===== src/rtl/jtag_shift_ctrl.sv =====
`default_nettype none
// ============================================================================
// Module      : jtag_shift_ctrl
// Description : On-chip JTAG master. Divides sys_clk into TCK, walks the TAP
//               from Run-Test/Idle and performs IR/DR scans of up to 32 bits
//               (LSB first), TAP resets and idle clocking. Every command
//               returns one response carrying the captured TDO bits.
// Revision    : 1.0 - initial release
// ============================================================================
module jtag_shift_ctrl #(
  parameter int CLK_DIV = 2
) (
  input  logic        sys_clk,
  input  logic        rst_n,
  input  logic        cmd_valid,
  output logic        cmd_ready,
  input  logic [1:0]  cmd_op,
  input  logic [5:0]  cmd_len,
  input  logic [31:0] cmd_data,
  output logic        rsp_valid,
  input  logic        rsp_ready,
  output logic [31:0] rsp_data,
  output logic        busy,
  output logic        tck,
  output logic        tms,
  output logic        tdi,
  input  logic        tdo
);

  localparam int              C_CNT_W     = (CLK_DIV > 1) ? $clog2(CLK_DIV) : 1;
  localparam logic [C_CNT_W-1:0] C_CNT_LAST = C_CNT_W'(CLK_DIV - 1);
  localparam int              C_SEQ_W     = 38;   // longest op: IR with 32 bits
  localparam logic [1:0]      C_OP_RESET  = 2'b00;
  localparam logic [1:0]      C_OP_IR     = 2'b01;
  localparam logic [1:0]      C_OP_DR     = 2'b10;
  localparam logic [C_SEQ_W-1:0] C_RESET_TMS = C_SEQ_W'(6'b01_1111);

  typedef enum logic [2:0] {
    ST_INIT = 3'd0,
    ST_IDLE = 3'd1,
    ST_LO   = 3'd2,
    ST_HI   = 3'd3,
    ST_RESP = 3'd4
  } state_t;

  state_t               r_state;
  logic [C_CNT_W-1:0]   r_cnt;       // sys_clk cycles within a TCK half-period
  logic [5:0]           r_idx;       // current TCK index within the op
  logic [5:0]           r_total;     // TCK count of the op
  logic [C_SEQ_W-1:0]   r_tms_seq;   // TMS value per TCK, bit 0 first
  logic [C_SEQ_W-1:0]   r_tdi_seq;   // TDI value per TCK
  logic [C_SEQ_W-1:0]   r_sh_mask;   // TCKs on which TDO is captured
  logic [31:0]          r_cap;
  logic [4:0]           r_sh_pos;
  logic                 r_is_cmd;    // 0 while running the power-up TAP reset

  logic [5:0]           w_len;
  logic [31:0]          w_mask;
  logic [C_SEQ_W-1:0]   w_tms_seq;
  logic [C_SEQ_W-1:0]   w_tdi_seq;
  logic [C_SEQ_W-1:0]   w_sh_mask;
  logic [5:0]           w_total;

  // Clamp the command length into 1..32 and build a mask of the shifted bits
  always_comb begin
    w_len = cmd_len;
    if (cmd_len == 6'd0) begin
      w_len = 6'd1;
    end else if (cmd_len > 6'd32) begin
      w_len = 6'd32;
    end
    w_mask = (w_len == 6'd32) ? 32'hFFFF_FFFF : ((32'd1 << w_len) - 32'd1);
  end

  // Expand the incoming command into per-TCK TMS/TDI/capture sequences
  always_comb begin
    w_tms_seq = '0;
    w_tdi_seq = '0;
    w_sh_mask = '0;
    w_total   = w_len;
    case (cmd_op)
      C_OP_RESET: begin
        w_tms_seq = C_RESET_TMS;
        w_total   = 6'd6;
      end
      C_OP_DR: begin
        // 1,0,0 | shift bits with TMS=1 on the last | 1,0
        w_tms_seq = C_SEQ_W'(1) | (C_SEQ_W'(1) << (w_len + 6'd2))
                                | (C_SEQ_W'(1) << (w_len + 6'd3));
        w_tdi_seq = {6'd0, cmd_data & w_mask} << 3;
        w_sh_mask = {6'd0, w_mask} << 3;
        w_total   = w_len + 6'd5;
      end
      C_OP_IR: begin
        // 1,1,0,0 | shift bits with TMS=1 on the last | 1,0
        w_tms_seq = C_SEQ_W'(3) | (C_SEQ_W'(1) << (w_len + 6'd3))
                                | (C_SEQ_W'(1) << (w_len + 6'd4));
        w_tdi_seq = {6'd0, cmd_data & w_mask} << 4;
        w_sh_mask = {6'd0, w_mask} << 4;
        w_total   = w_len + 6'd6;
      end
      default: begin
        // idle clocking: L TCKs with TMS=0, nothing captured
        w_total = w_len;
      end
    endcase
  end

  // Controller FSM: command intake, TCK half-period loop, response hold
  always_ff @(posedge sys_clk or negedge rst_n) begin
    if (!rst_n) begin
      r_state   <= ST_INIT;
      r_cnt     <= '0;
      r_idx     <= '0;
      r_total   <= '0;
      r_tms_seq <= '0;
      r_tdi_seq <= '0;
      r_sh_mask <= '0;
      r_cap     <= '0;
      r_sh_pos  <= '0;
      r_is_cmd  <= 1'b0;
      tck       <= 1'b0;
      tms       <= 1'b1;
      tdi       <= 1'b0;
      cmd_ready <= 1'b0;
      rsp_valid <= 1'b0;
      rsp_data  <= '0;
      busy      <= 1'b1;
    end else begin
      case (r_state)
        ST_INIT: begin
          r_tms_seq <= C_RESET_TMS;
          r_tdi_seq <= '0;
          r_sh_mask <= '0;
          r_total   <= 6'd6;
          r_idx     <= '0;
          r_cnt     <= '0;
          r_cap     <= '0;
          r_sh_pos  <= '0;
          r_is_cmd  <= 1'b0;
          tck       <= 1'b0;
          tms       <= 1'b1;
          tdi       <= 1'b0;
          cmd_ready <= 1'b0;
          busy      <= 1'b1;
          r_state   <= ST_LO;
        end
        ST_IDLE: begin
          if (!cmd_ready) begin
            cmd_ready <= 1'b1;
          end else if (cmd_valid) begin
            cmd_ready <= 1'b0;
            busy      <= 1'b1;
            r_tms_seq <= w_tms_seq;
            r_tdi_seq <= w_tdi_seq;
            r_sh_mask <= w_sh_mask;
            r_total   <= w_total;
            r_idx     <= '0;
            r_cnt     <= '0;
            r_cap     <= '0;
            r_sh_pos  <= '0;
            r_is_cmd  <= 1'b1;
            tms       <= w_tms_seq[0];
            tdi       <= w_tdi_seq[0];
            r_state   <= ST_LO;
          end
        end
        ST_LO: begin
          if (r_cnt == C_CNT_LAST) begin
            r_cnt   <= '0;
            tck     <= 1'b1;
            r_state <= ST_HI;
            // TDO is captured on the same edge that raises TCK
            if (r_sh_mask[r_idx]) begin
              r_cap[r_sh_pos] <= tdo;
              r_sh_pos        <= r_sh_pos + 5'd1;
            end
          end else begin
            r_cnt <= r_cnt + C_CNT_W'(1);
          end
        end
        ST_HI: begin
          if (r_cnt == C_CNT_LAST) begin
            r_cnt <= '0;
            tck   <= 1'b0;
            if (r_idx == r_total - 6'd1) begin
              tms <= 1'b0;
              tdi <= 1'b0;
              if (r_is_cmd) begin
                r_state <= ST_RESP;
              end else begin
                busy    <= 1'b0;
                r_state <= ST_IDLE;
              end
            end else begin
              r_idx   <= r_idx + 6'd1;
              tms     <= r_tms_seq[r_idx + 6'd1];
              tdi     <= r_tdi_seq[r_idx + 6'd1];
              r_state <= ST_LO;
            end
          end else begin
            r_cnt <= r_cnt + C_CNT_W'(1);
          end
        end
        ST_RESP: begin
          if (!rsp_valid) begin
            rsp_valid <= 1'b1;
            rsp_data  <= r_cap;
          end else if (rsp_ready) begin
            rsp_valid <= 1'b0;
            cmd_ready <= 1'b1;
            busy      <= 1'b0;
            r_state   <= ST_IDLE;
          end
        end
        default: begin
          r_state <= ST_INIT;
        end
      endcase
    end
  end

endmodule
`default_nettype wire

===== config.mk =====
export PLATFORM = sky130hd
export DESIGN_NAME = jtag_shift_ctrl
export DESIGN_NICKNAME = d
export VERILOG_FILES = /design/src/rtl/jtag_shift_ctrl.sv
export SDC_FILE = /design/constraint.sdc
export NUM_CORES = 1
export LEC_CHECK = 0
export CORE_MARGIN = 5
export CORE_UTILIZATION = 28
export CTS_CLUSTER_SIZE = 20
export DETAILED_ROUTE_END_ITERATION = 10
export PLACE_DENSITY = 0.49
export SLEW_MARGIN = 5
export SYNTH_ARGS = -nofsm -noshare
export SYNTH_HDL_FRONTEND = slang
export SYNTH_SLANG_ARGS = --single-unit

===== constraint.sdc =====
create_clock -name sys_clk -period 4.4 [get_ports sys_clk]
set_input_delay 0.88 -clock sys_clk [delete_from_list [all_inputs] [get_ports sys_clk]]
set_output_delay 0.88 -clock sys_clk [all_outputs]
set_load 0.02 [all_outputs]

==> results of run 1 <==
power by group:
group / internal, mW / switching, mW
clock network: 0.761 / 0.803
logic: 0.879 / 1.12
registers: 2.11 / 0.318
total: 3.75 / 2.25
cell families (layout without fill, tap and decap cells):
family / after synthesis / after routing / share of synthesized area
adder cells (fa/ha/maj): 25 / 25 / 0.0257
flip-flops: 196 / 196 / 0.403
multiplexers: 96 / 96 / 0.110
AO/OA/AOI/OAI: 373 / 373 / 0.223
XOR/XNOR: 23 / 23 / 0.0165
buffers and inverters: 139 / 258 / 0.0467
AND/OR/NAND/NOR: 462 / 462 / 0.175
registers in the layout, summed over array words and instances (netlist names):
name / cells
r_idx: 6
rsp_data: 32
r_sh_mask: 33
r_cnt: 1
r_is_cmd: 1
cmd_ready: 1
rsp_valid: 1
r_tdi_seq: 33
busy: 1
r_total: 6
r_sh_pos: 5
r_state: 3
r_tms_seq: 38
tck: 1
tms: 1
tdi: 1
r_cap: 32
per-stage QoR:
stage / hold slack, ns / util / TNS [ns] / instance area (µm²) / total power, mW
floorplan: 0.433 / - / 0 / 12200 / 3.77
global placement: 0.458 / 0.330 / -0.00374 / 14200 / 4.44
detailed placement: 0.461 / 0.330 / -0.705 / 14200 / 4.47
CTS: 0.392 / 0.343 / 0 / 14800 / 6.07
global route: 0.407 / 0.343 / 0 / 14800 / 6.37
finish: 0.378 / 0.343 / 0 / 14800 / 6.00
cells in the final DEF, fill, tap and decap left out, types with 17 or more instances in the layout:
| master | instances |
|---|---|
| a31oi_1 | 20 |
| mux2_2 | 33 |
| inv_1 | 33 |
| o221ai_1 | 31 |
| ha_1 | 23 |
| o21ai_0 | 66 |
| nor3_1 | 31 |
| a32oi_1 | 27 |
| dfrtp_1 | 193 |
| a22oi_1 | 32 |
| nand2_1 | 188 |
| clkbuf_16 | 17 |
| a21oi_1 | 66 |
| mux2i_1 | 35 |
| clkdlybuf4s50_1 | 81 |
| nand2b_1 | 24 |
| buf_4 | 105 |
| nand3_1 | 36 |
| mux4_2 | 27 |
| nor2_1 | 105 |
cells in the mapped netlist (all sizes together), types with 4 or more instances:
| library cell | n |
|---|---|
| a21o | 5 |
| a21oi | 67 |
| a221o | 13 |
| a221oi | 6 |
| a222oi | 9 |
| a22oi | 32 |
| a2bb2oi | 5 |
| a31o | 4 |
| a31oi | 20 |
| a32oi | 27 |
| and2 | 15 |
| and3 | 13 |
| buf | 24 |
| clkbuf | 79 |
| dfrtp | 194 |
| ha | 25 |
| inv | 35 |
| mux2 | 34 |
| mux2i | 35 |
| mux4 | 27 |
| nand2 | 189 |
| nand2b | 24 |
| nand3 | 36 |
| nand3b | 8 |
| nor2 | 107 |
| nor2b | 7 |
| nor3 | 33 |
| nor4 | 5 |
| o211ai | 5 |
| o21a | 4 |
| o21ai | 73 |
| o21bai | 4 |
| o221ai | 31 |
| o22a | 4 |
| o22ai | 6 |
| o311ai | 10 |
| o31ai | 9 |
| o41ai | 7 |
| or3 | 6 |
| xnor2 | 15 |
| xor2 | 8 |
path summary, 6_finish.rpt:
check / slack, ns / cells after the start / startpoint / endpoint
setup / recovery: 0.34 / 14 / cmd_len[4] / r_sh_mask[26]$_DFFE_PN0P_
hold / removal: 0.38 / 1 / rst_n / r_tdi_seq[3]$_DFFE_PN0P_
setup reg to reg: 1.11 / 7 / r_idx[2]$_DFFE_PN0P_ / r_cap[27]$_DFFE_PN0P_
hold reg to reg: 0.48 / 2 / r_sh_mask[19]$_DFFE_PN0P_ / r_sh_mask[19]$_DFFE_PN0P_
max in group asynchronous: 2.89 / 2 / rst_n / r_tdi_seq[17]$_DFFE_PN0P_
min in group sys_clk: 0.48 / 2 / r_sh_mask[19]$_DFFE_PN0P_ / r_sh_mask[19]$_DFFE_PN0P_
routing by layer:
layer / GRT usage / part of all wire
met5: 0 / 0.00032
met4: 0.0444 / 0.017
met3: 0.0338 / 0.057
met2: 0.265 / 0.45
met1: 0.240 / 0.47
cell type report:
class / count / share of cell area
Multi-Input combinational cell: 979 / 0.456
Sequential cell: 196 / 0.332
Timing Repair Buffer: 190 / 0.113
Tap cell: 585 / 0.0495
Clock buffer: 18 / 0.0290
Clock inverter: 14 / 0.0110
Inverter: 36 / 0.00914
==> impl_metrics.json, run 1 <==
{
  "die_y_um": 219,
  "irDropWorstVdd_uv": 213,
  "slowest_stage": "or4_1",
  "rows": 76,
  "numClockSinks": 196,
  "numCtsBuffers": 17,
  "drtAntennaViolNets": 0,
  "instances_no_fill": 2018,
  "initial_core_util": 0.283,
  "clk_pin_slew_ns": 0.07,
  "synth.distinct_cells": 90,
  "post-route-period-util": 0.923,
  "synth.area.top_cells": "dfrtp_1, nand2_1, mux4_2",
  "drv_slew": 0,
  "p_per_area_mw_per_mm2": 406,
  "wirelength_um": 40600,
  "rsz0062_at_grt": "no",
  "areaGrowthSynthToFinish_pct": 21.4,
  "cap_violations": 0,
  "num_vias": 10900,
  "cts.htree.levels": 4,
  "hold_buffers": 0,
  "syn_nets": 1384,
  "grt_pass1_vias": 10800,
  "fin_ws_ns": 0.339,
  "hold_class": "primary input to async pin",
  "drt_iter0_drc": 1076,
  "core-area_mm2": 0.0431,
  "die_width_um": 219,
  "ys_ff_latch": 196,
  "antenna_found_initial": 2,
  "crit_top_cell": "a21oi_1",
  "yosysTopAreaCell": "dfrtp_1",
  "critPathKind": "primary input to register",
  "syn-cell-area_mm2": 0.0122,
  "yosysWarnings": 0,
  "worstPathBufferInverterCount": 4,
  "drcViolationCount": 0,
  "avgSynthCellArea_um2": 9.27,
  "synth_flop_cell": "dfrtp_1",
  "worstPathRequired_ns": 4.74,
  "cp_cell_sequence": "clkdlybuf4s50_1, nor3_2, a21oi_1, nor2_2, inv_2, ha_1, o21ai_0, a21oi_1, or4_1, buf_4, buf_12, o21ai_1, a21oi_1, a221o_1",
  "finalWeightedCongestion": 0.902,
  "cts_tree": "built",
  "groute.usage.overall": 0.169,
  "nets": 1490,
  "clockRootBuffer": "clkbuf_16",
  "crit_arrival_ns": 4.40,
  "clk_path_buf_depth": 2,
  "drt-vias-per-instance": 5.40,
  "skew_ns": 0.0131,
  "diodes": 0,
  "synthCells": 1314,
  "dp_hpwl_um": 29600,
  "cp_top_family": "compound AO/OA/AOI/OAI gates",
  "ioPinCount": 83,
  "grt_max_degree": 138,
  "ctsResizeCount": 0,
  "max_freq_mhz": 246,
  "leakagePower_nw": 6.33,
  "path_max_fanout": 7,
  "worstMarginPinSlew_ns": 1.04,
  "post_cts_buffers": 0,
  "multiInputGateArea_mm2": 0.00675,
  "end_kind": "register",
  "ys_seq_area_frac": 0.403,
  "drt_pass1_iterations": 6,
  "async_flop_share": 1.00,
  "io_buffers": 82,
  "grt.overflow.total": 0,
  "fp.dieArea_mm2": 0.0478,
  "n_fill_cell": 4428,
  "synth.top_cell.area_share": 0.398,
  "synth_edf_count": 0,
  "outcome": "complete, no violations",
  "pre_cts_slack_ns": -0.0953,
  "wire_per_inst_um": 20.1,
  "critPathLaunchType": "primary input",
  "maxSlewHeadroom": 0.306,
  "hold_violations": 0,
  "slowest_delay_ns": 0.57,
  "period_minus_slack_ns": 4.06,
  "setup_violations": 0,
  "seq_area_mm2": 0.00491,
  "grt_pass1_wl_um": 64000,
  "drive_above_1_share": 0.166,
  "clkLatencyLatePin_ns": 0.47,
  "dp.cells": 1986
}
(Power assumes the default switching activity.)
==> run 2, diff against run 1 <==
- PLACE_DENSITY: 0.49 -> not set
- clock period: 4.4 -> 4.2 ns (I/O delays scaled with it)
==> run 2 against run 1 <==
Sequential cell count unchanged. Critical path depth fell by 2. Count of clock-buffer cells in the layout shrank 1. Register-to-register slack hardly changed. Power grew 7.2%. Via count rose by 2.1%. Critical endpoint is now r_sh_mask[28]$_DFFE_PN0P_. Die area stayed put. Largest cell class unchanged. Core utilization is 0.38 points higher. Largest power group unchanged. Highest routed layer is now met4. Cell count grew 0.84%. Setup slack got worse by 0.038 ns.
==> impl_metrics.json, run 2 (same netlist as run 1, synthesis figures left out) <==
{
  "outcome": "complete, no violations",
  "regMostFlops": "r_tms_seq",
  "clkLatencyLatePin_ns": 0.46,
  "grt_pass1_wl_um": 63200,
  "total_power_mw": 6.43,
  "rsz0062_at_grt": "no",
  "groute.usage.overall": 0.164,
  "core-area_mm2": 0.0431,
  "final_common_cell": "dfrtp_1",
  "swShare": 0.367,
  "antenna_found_initial": 1,
  "wire_per_inst_um": 19.5,
  "multiInputGateArea_mm2": 0.00676,
  "grt_max_degree": 128,
  "p_sw_mw": 2.36,
  "seqPwrFrac": 0.395,
  "max_freq_mhz": 257,
  "reg_top3": "r_tms_seq x38, r_sh_mask x33, r_tdi_seq x33",
  "end_kind": "register",
  "cts_tree": "built",
  "die_y_um": 219,
  "areaGrowthSynthToFinish_pct": 22.7,
  "tns_ns": 0,
  "fin_ws_ns": 0.302,
  "ctsResizeCount": 0,
  "num_vias": 11100,
  "reg2reg_slack_ns": 1.11,
  "nets": 1508,
  "pwr-share-clk": 0.271,
  "largest_reg_flops": 38,
  "period_minus_slack_ns": 3.90,
  "clk_path_buf_depth": 2,
  "cap_violations": 0,
  "comb_power_share": 0.333,
  "die_width_um": 219,
  "drcViolationCount": 0,
  "initial_core_util": 0.283,
  "ioPinCount": 83,
  "hold_slack_ns": 0.477,
  "io_buffers": 82,
  "hold_buffers": 0,
  "hold_violations": 0,
  "worstPathRequired_ns": 4.50,
  "numCtsBuffers": 17,
  "grt_pass1_vias": 10800,
  "n_fill_cell": 4386,
  "skew_ns": 0.0162,
  "finalWeightedCongestion": 0.933,
  "pre_cts_slack_ns": -0.127,
  "clockRootBuffer": "clkbuf_16",
  "clk_pin_slew_ns": 0.07,
  "drtAntennaViolNets": 0,
  "drt_iter0_drc": 1196,
  "rows": 76,
  "power.internal_mw": 4.07,
  "post-route-period-util": 0.928,
  "numClockSinks": 196,
  "maxSlewHeadroom": 0.257,
  "hold_class": "register to register",
  "drive_above_1_share": 0.178,
  "crit_arrival_ns": 4.20,
  "diodes": 0,
  "seq_area_mm2": 0.00491,
  "irDropWorstVdd_uv": 294,
  "dp_hpwl_um": 28900,
  "drt-vias-per-instance": 5.47,
  "cts.htree.levels": 4,
  "drv_slew": 0,
  "critPathKind": "primary input to register",
  "final_cell_mix": "dfrtp_1, nand2_1, buf_4, nor2_1, clkdlybuf4s50_1",
  "worstMarginPinSlew_ns": 1.11,
  "wirelength_um": 39700,
  "leakagePower_nw": 6.44,
  "post_cts_buffers": 0,
  "setup_violations": 0,
  "path_max_fanout": 9,
  "grt.overflow.total": 0,
  "p_per_area_mw_per_mm2": 430,
  "drt_pass1_iterations": 6,
  "critPathLaunchType": "primary input",
  "fp.dieArea_mm2": 0.0478
}
run 2: layout make-up:
class	count	share of cell area
well taps	585	0.0490
flip-flops and latches	196	0.328
clock inverters	14	0.0131
multi-input cells	979	0.452
inverters	36	0.00904
repair buffers	208	0.120
clock buffers	17	0.0285
run 2: final timing paths:
kind,from,end,cells past startpoint
min in group asynchronous,rst_n,r_state[2]$_DFFE_PN0P_,1
min,r_sh_mask[35]$_DFFE_PN0P_,r_sh_mask[35]$_DFFE_PN0P_,2
max in group asynchronous,rst_n,r_tdi_seq[18]$_DFFE_PN0P_,2
max reg2reg,r_idx[0]$_DFFE_PN0P_,r_cap[11]$_DFFE_PN0P_,8
min reg2reg,r_sh_mask[35]$_DFFE_PN0P_,r_sh_mask[35]$_DFFE_PN0P_,2
max,cmd_len[4],r_sh_mask[28]$_DFFE_PN0P_,12
run 2: stage by stage:
| stage | std cells | instance area (µm²) | util |
|---|---|---|---|
| finish | 2035 | 15000 | 0.347 |
| global route | 2035 | 15000 | 0.347 |
| CTS | 2035 | 15000 | 0.347 |
| detailed placement | 2004 | 14300 | 0.333 |
| global placement | 2004 | 14300 | 0.333 |
| floorplan | 1314 | 12300 | - |
run 2: layer usage:
layer  wire length, µm  vias to the layer above  track usage
met1             18000                     5479        0.231
met5                 0                        -            0
met3              3050                       54       0.0375
li1                  -                     5132            -
met4               715                        0       0.0446
met2             17900                      458        0.256
run 2: worst max-delay path: stages:
cell,delay [ns]
clkdlybuf4s50_1,0.43
nor3_2,0.27
a21oi_1,0.12
nor2_2,0.21
inv_2,0.07
ha_1,0.35
o21ai_4,0.21
o2bb2ai_2,0.08
or3_1,0.42
or4_4,0.51
o41ai_2,0.45
o221ai_1,0.22
run 2: power by group through the flow:
stage,combinational [mW],sequential [mW],clock [mW]
6_report,2.14,2.54,1.75
5_1_grt,2.33,2.59,1.85
4_1_cts,2.14,2.54,1.78
3_5_place_dp,2.14,2.57,0
3_3_place_gp,2.10,2.56,0
2_1_floorplan,1.52,2.42,0
==> run 3, diff against run 2 <==
- SETUP_SLACK_MARGIN: not set -> 0.3
==> run 3 against run 2 <==
Sequential share of layout area barely moved. Critical path depth did not move. Setup slack better by 0.14 ns. Sequential cell count stayed put. Hold slack worse by 0.035 ns. Clock power fell by 5%.
==> impl_metrics.json, run 3 (same netlist as run 1, synthesis figures left out) <==
{
  "period_minus_slack_ns": 3.76,
  "cap_violations": 0,
  "reg_top3": "r_tms_seq x38, r_sh_mask x33, r_tdi_seq x33",
  "largest_reg_flops": 38,
  "post-route-period-util": 0.894,
  "clk_pin_slew_ns": 0.09,
  "antenna_found_initial": 0,
  "clockRootBuffer": "clkbuf_16",
  "worstMarginPinSlew_ns": 0.845,
  "drcViolationCount": 0,
  "tns_ns": 0,
  "rows": 76,
  "max_freq_mhz": 266,
  "ioPinCount": 83,
  "diodes": 0,
  "grt_pass1_vias": 10900,
  "regMostFlops": "r_tms_seq",
  "cp-endpoint": "r_sh_mask[28]$_DFFE_PN0P_",
  "worstReg2RegStart": "r_idx[2]$_DFFE_PN0P_",
  "slowest_stage": "clkdlybuf4s50_1",
  "slowest_delay_ns": 0.55,
  "drt_pass1_iterations": 6,
  "reg2reg_slack_ns": 1.13,
  "maxSlewHeadroom": 0.432,
  "final_cell_mix": "dfrtp_1, nand2_1, buf_4, nor2_1, clkdlybuf4s50_1",
  "numClockSinks": 196,
  "cts_tree": "built",
  "end_kind": "register",
  "numCtsBuffers": 17,
  "clkLatencyLatePin_ns": 0.46,
  "setup_violations": 0,
  "irDropWorstVdd_uv": 279,
  "hold_violations": 0,
  "path_depth": 12,
  "crit_arrival_ns": 4.12,
  "areaGrowthSynthToFinish_pct": 22.6,
  "rsz0062_at_grt": "no",
  "grt_max_degree": 105,
  "total_power_mw": 6.32,
  "path_max_fanout": 19,
  "groute.usage.overall": 0.163,
  "reg2reg_to": "r_cap[7]$_DFFE_PN0P_",
  "grt.overflow.total": 0,
  "clk_path_buf_depth": 2,
  "dr_wl_met3_um": 2850,
  "fp.dieArea_mm2": 0.0478,
  "worstPathBufferInverterCount": 3,
  "drt-vias-per-instance": 5.52,
  "core-area_mm2": 0.0431,
  "grt_pass1_wl_um": 62600,
  "cp_top_family": "simple AND/OR/NAND/NOR gates",
  "r2r_cells": 8,
  "fin_ws_ns": 0.444,
  "n_fill_cell": 4403,
  "initial_core_util": 0.283,
  "topRoutingLayerUsed": "met4",
  "skew_ns": 0.0171,
  "p_per_area_mw_per_mm2": 423,
  "dp_hpwl_um": 28500,
  "wirelength_um": 38900,
  "finalWeightedCongestion": 0.949,
  "crit_start": "cmd_len[2]",
  "cp_cell_sequence": "clkdlybuf4s50_1, buf_4, nand2b_1, ha_1, a21oi_2, a21oi_1, or3_1, or4_4, buf_4, o221ai_1, o41ai_2, o221ai_1",
  "drtAntennaViolNets": 0,
  "hold_class": "primary input to async pin",
  "critPathKind": "primary input to register",
  "die_width_um": 219,
  "drive_above_1_share": 0.181,
  "wire_per_inst_um": 19.2,
  "cts.htree.levels": 4,
  "hold_buffers": 0,
  "io_buffers": 82,
  "drv_slew": 0,
  "die_y_um": 219,
  "final_common_cell": "dfrtp_1",
  "m1WireLength_um": 17500,
  "num_vias": 11200,
  "pre_cts_slack_ns": -0.0208,
  "worstPathRequired_ns": 4.57,
  "critPathLaunchType": "primary input",
  "outcome": "complete, no violations",
  "met2_wirelength_um": 17900,
  "nets": 1504,
  "drt_iter0_drc": 1405,
  "post_cts_buffers": 0,
  "leakagePower_nw": 6.41
}
## run 3: area by class of cell
class | count | area (µm²) | area share
well taps | 585 | 732 | 0.0490
inverters | 36 | 135 | 0.00904
clock buffers | 18 | 429 | 0.0287
multi-input cells | 979 | 6810 | 0.456
repair buffers | 204 | 1770 | 0.118
clock inverters | 14 | 160 | 0.0107
flip-flops and latches | 196 | 4910 | 0.329
## run 3: through the flow
step           hold WS [ns]  cells  instance area, µm²  utilization
3_3_place_gp          0.452   2000               14300        0.333
4_1_cts               0.486   2032               14900        0.346
3_5_place_dp          0.469   2000               14300        0.333
6_report              0.442   2032               14900        0.347
5_1_grt               0.514   2032               14900        0.347
2_1_floorplan         0.433   1314               12300            -
## run 3: routing by layer
layer | global-route usage | vias up
met5 | 0 | -
met3 | 0.0302 | 49
met2 | 0.252 | 430
met1 | 0.235 | 5601
li1 | - | 5136
met4 | 0.0435 | 0
## run 3: timing repair
item                                   CTS  global route
setup endpoints to repair                0            12
endpoints found under the hold margin    0             0
gates resized for setup                  0             7
## run 3: report_power, final
group          switching (mW)  internal [mW]
registers               0.342           2.21
clock network           0.854          0.803
logic                    1.16          0.944
## run 3: worst min path at each step
stage                                    startpoint                   endpoint  slack [ns]
after global routing      r_tdi_seq[20]$_DFFE_PN0P_  r_tdi_seq[20]$_DFFE_PN0P_        0.51
after floorplan           r_sh_mask[14]$_DFFE_PN0P_  r_sh_mask[14]$_DFFE_PN0P_        0.43
final                                         rst_n            tdi$_DFFE_PN0P_        0.44
after CTS                 r_sh_mask[35]$_DFFE_PN0P_  r_sh_mask[35]$_DFFE_PN0P_        0.49
after detailed placement  r_sh_mask[35]$_DFFE_PN0P_  r_sh_mask[35]$_DFFE_PN0P_        0.47
after global placement    r_sh_mask[14]$_DFFE_PN0P_  r_sh_mask[14]$_DFFE_PN0P_        0.45
## run 3: worst register-to-register path: stages (launching register included)
cell      delay (ns)
dfrtp_1         0.80
mux4_2          0.35
mux2i_1         0.18
and3_1          0.30
o41ai_4         0.27
buf_4           0.21
nand2_1         0.26
o311ai_0        0.44
o41ai_1         0.13
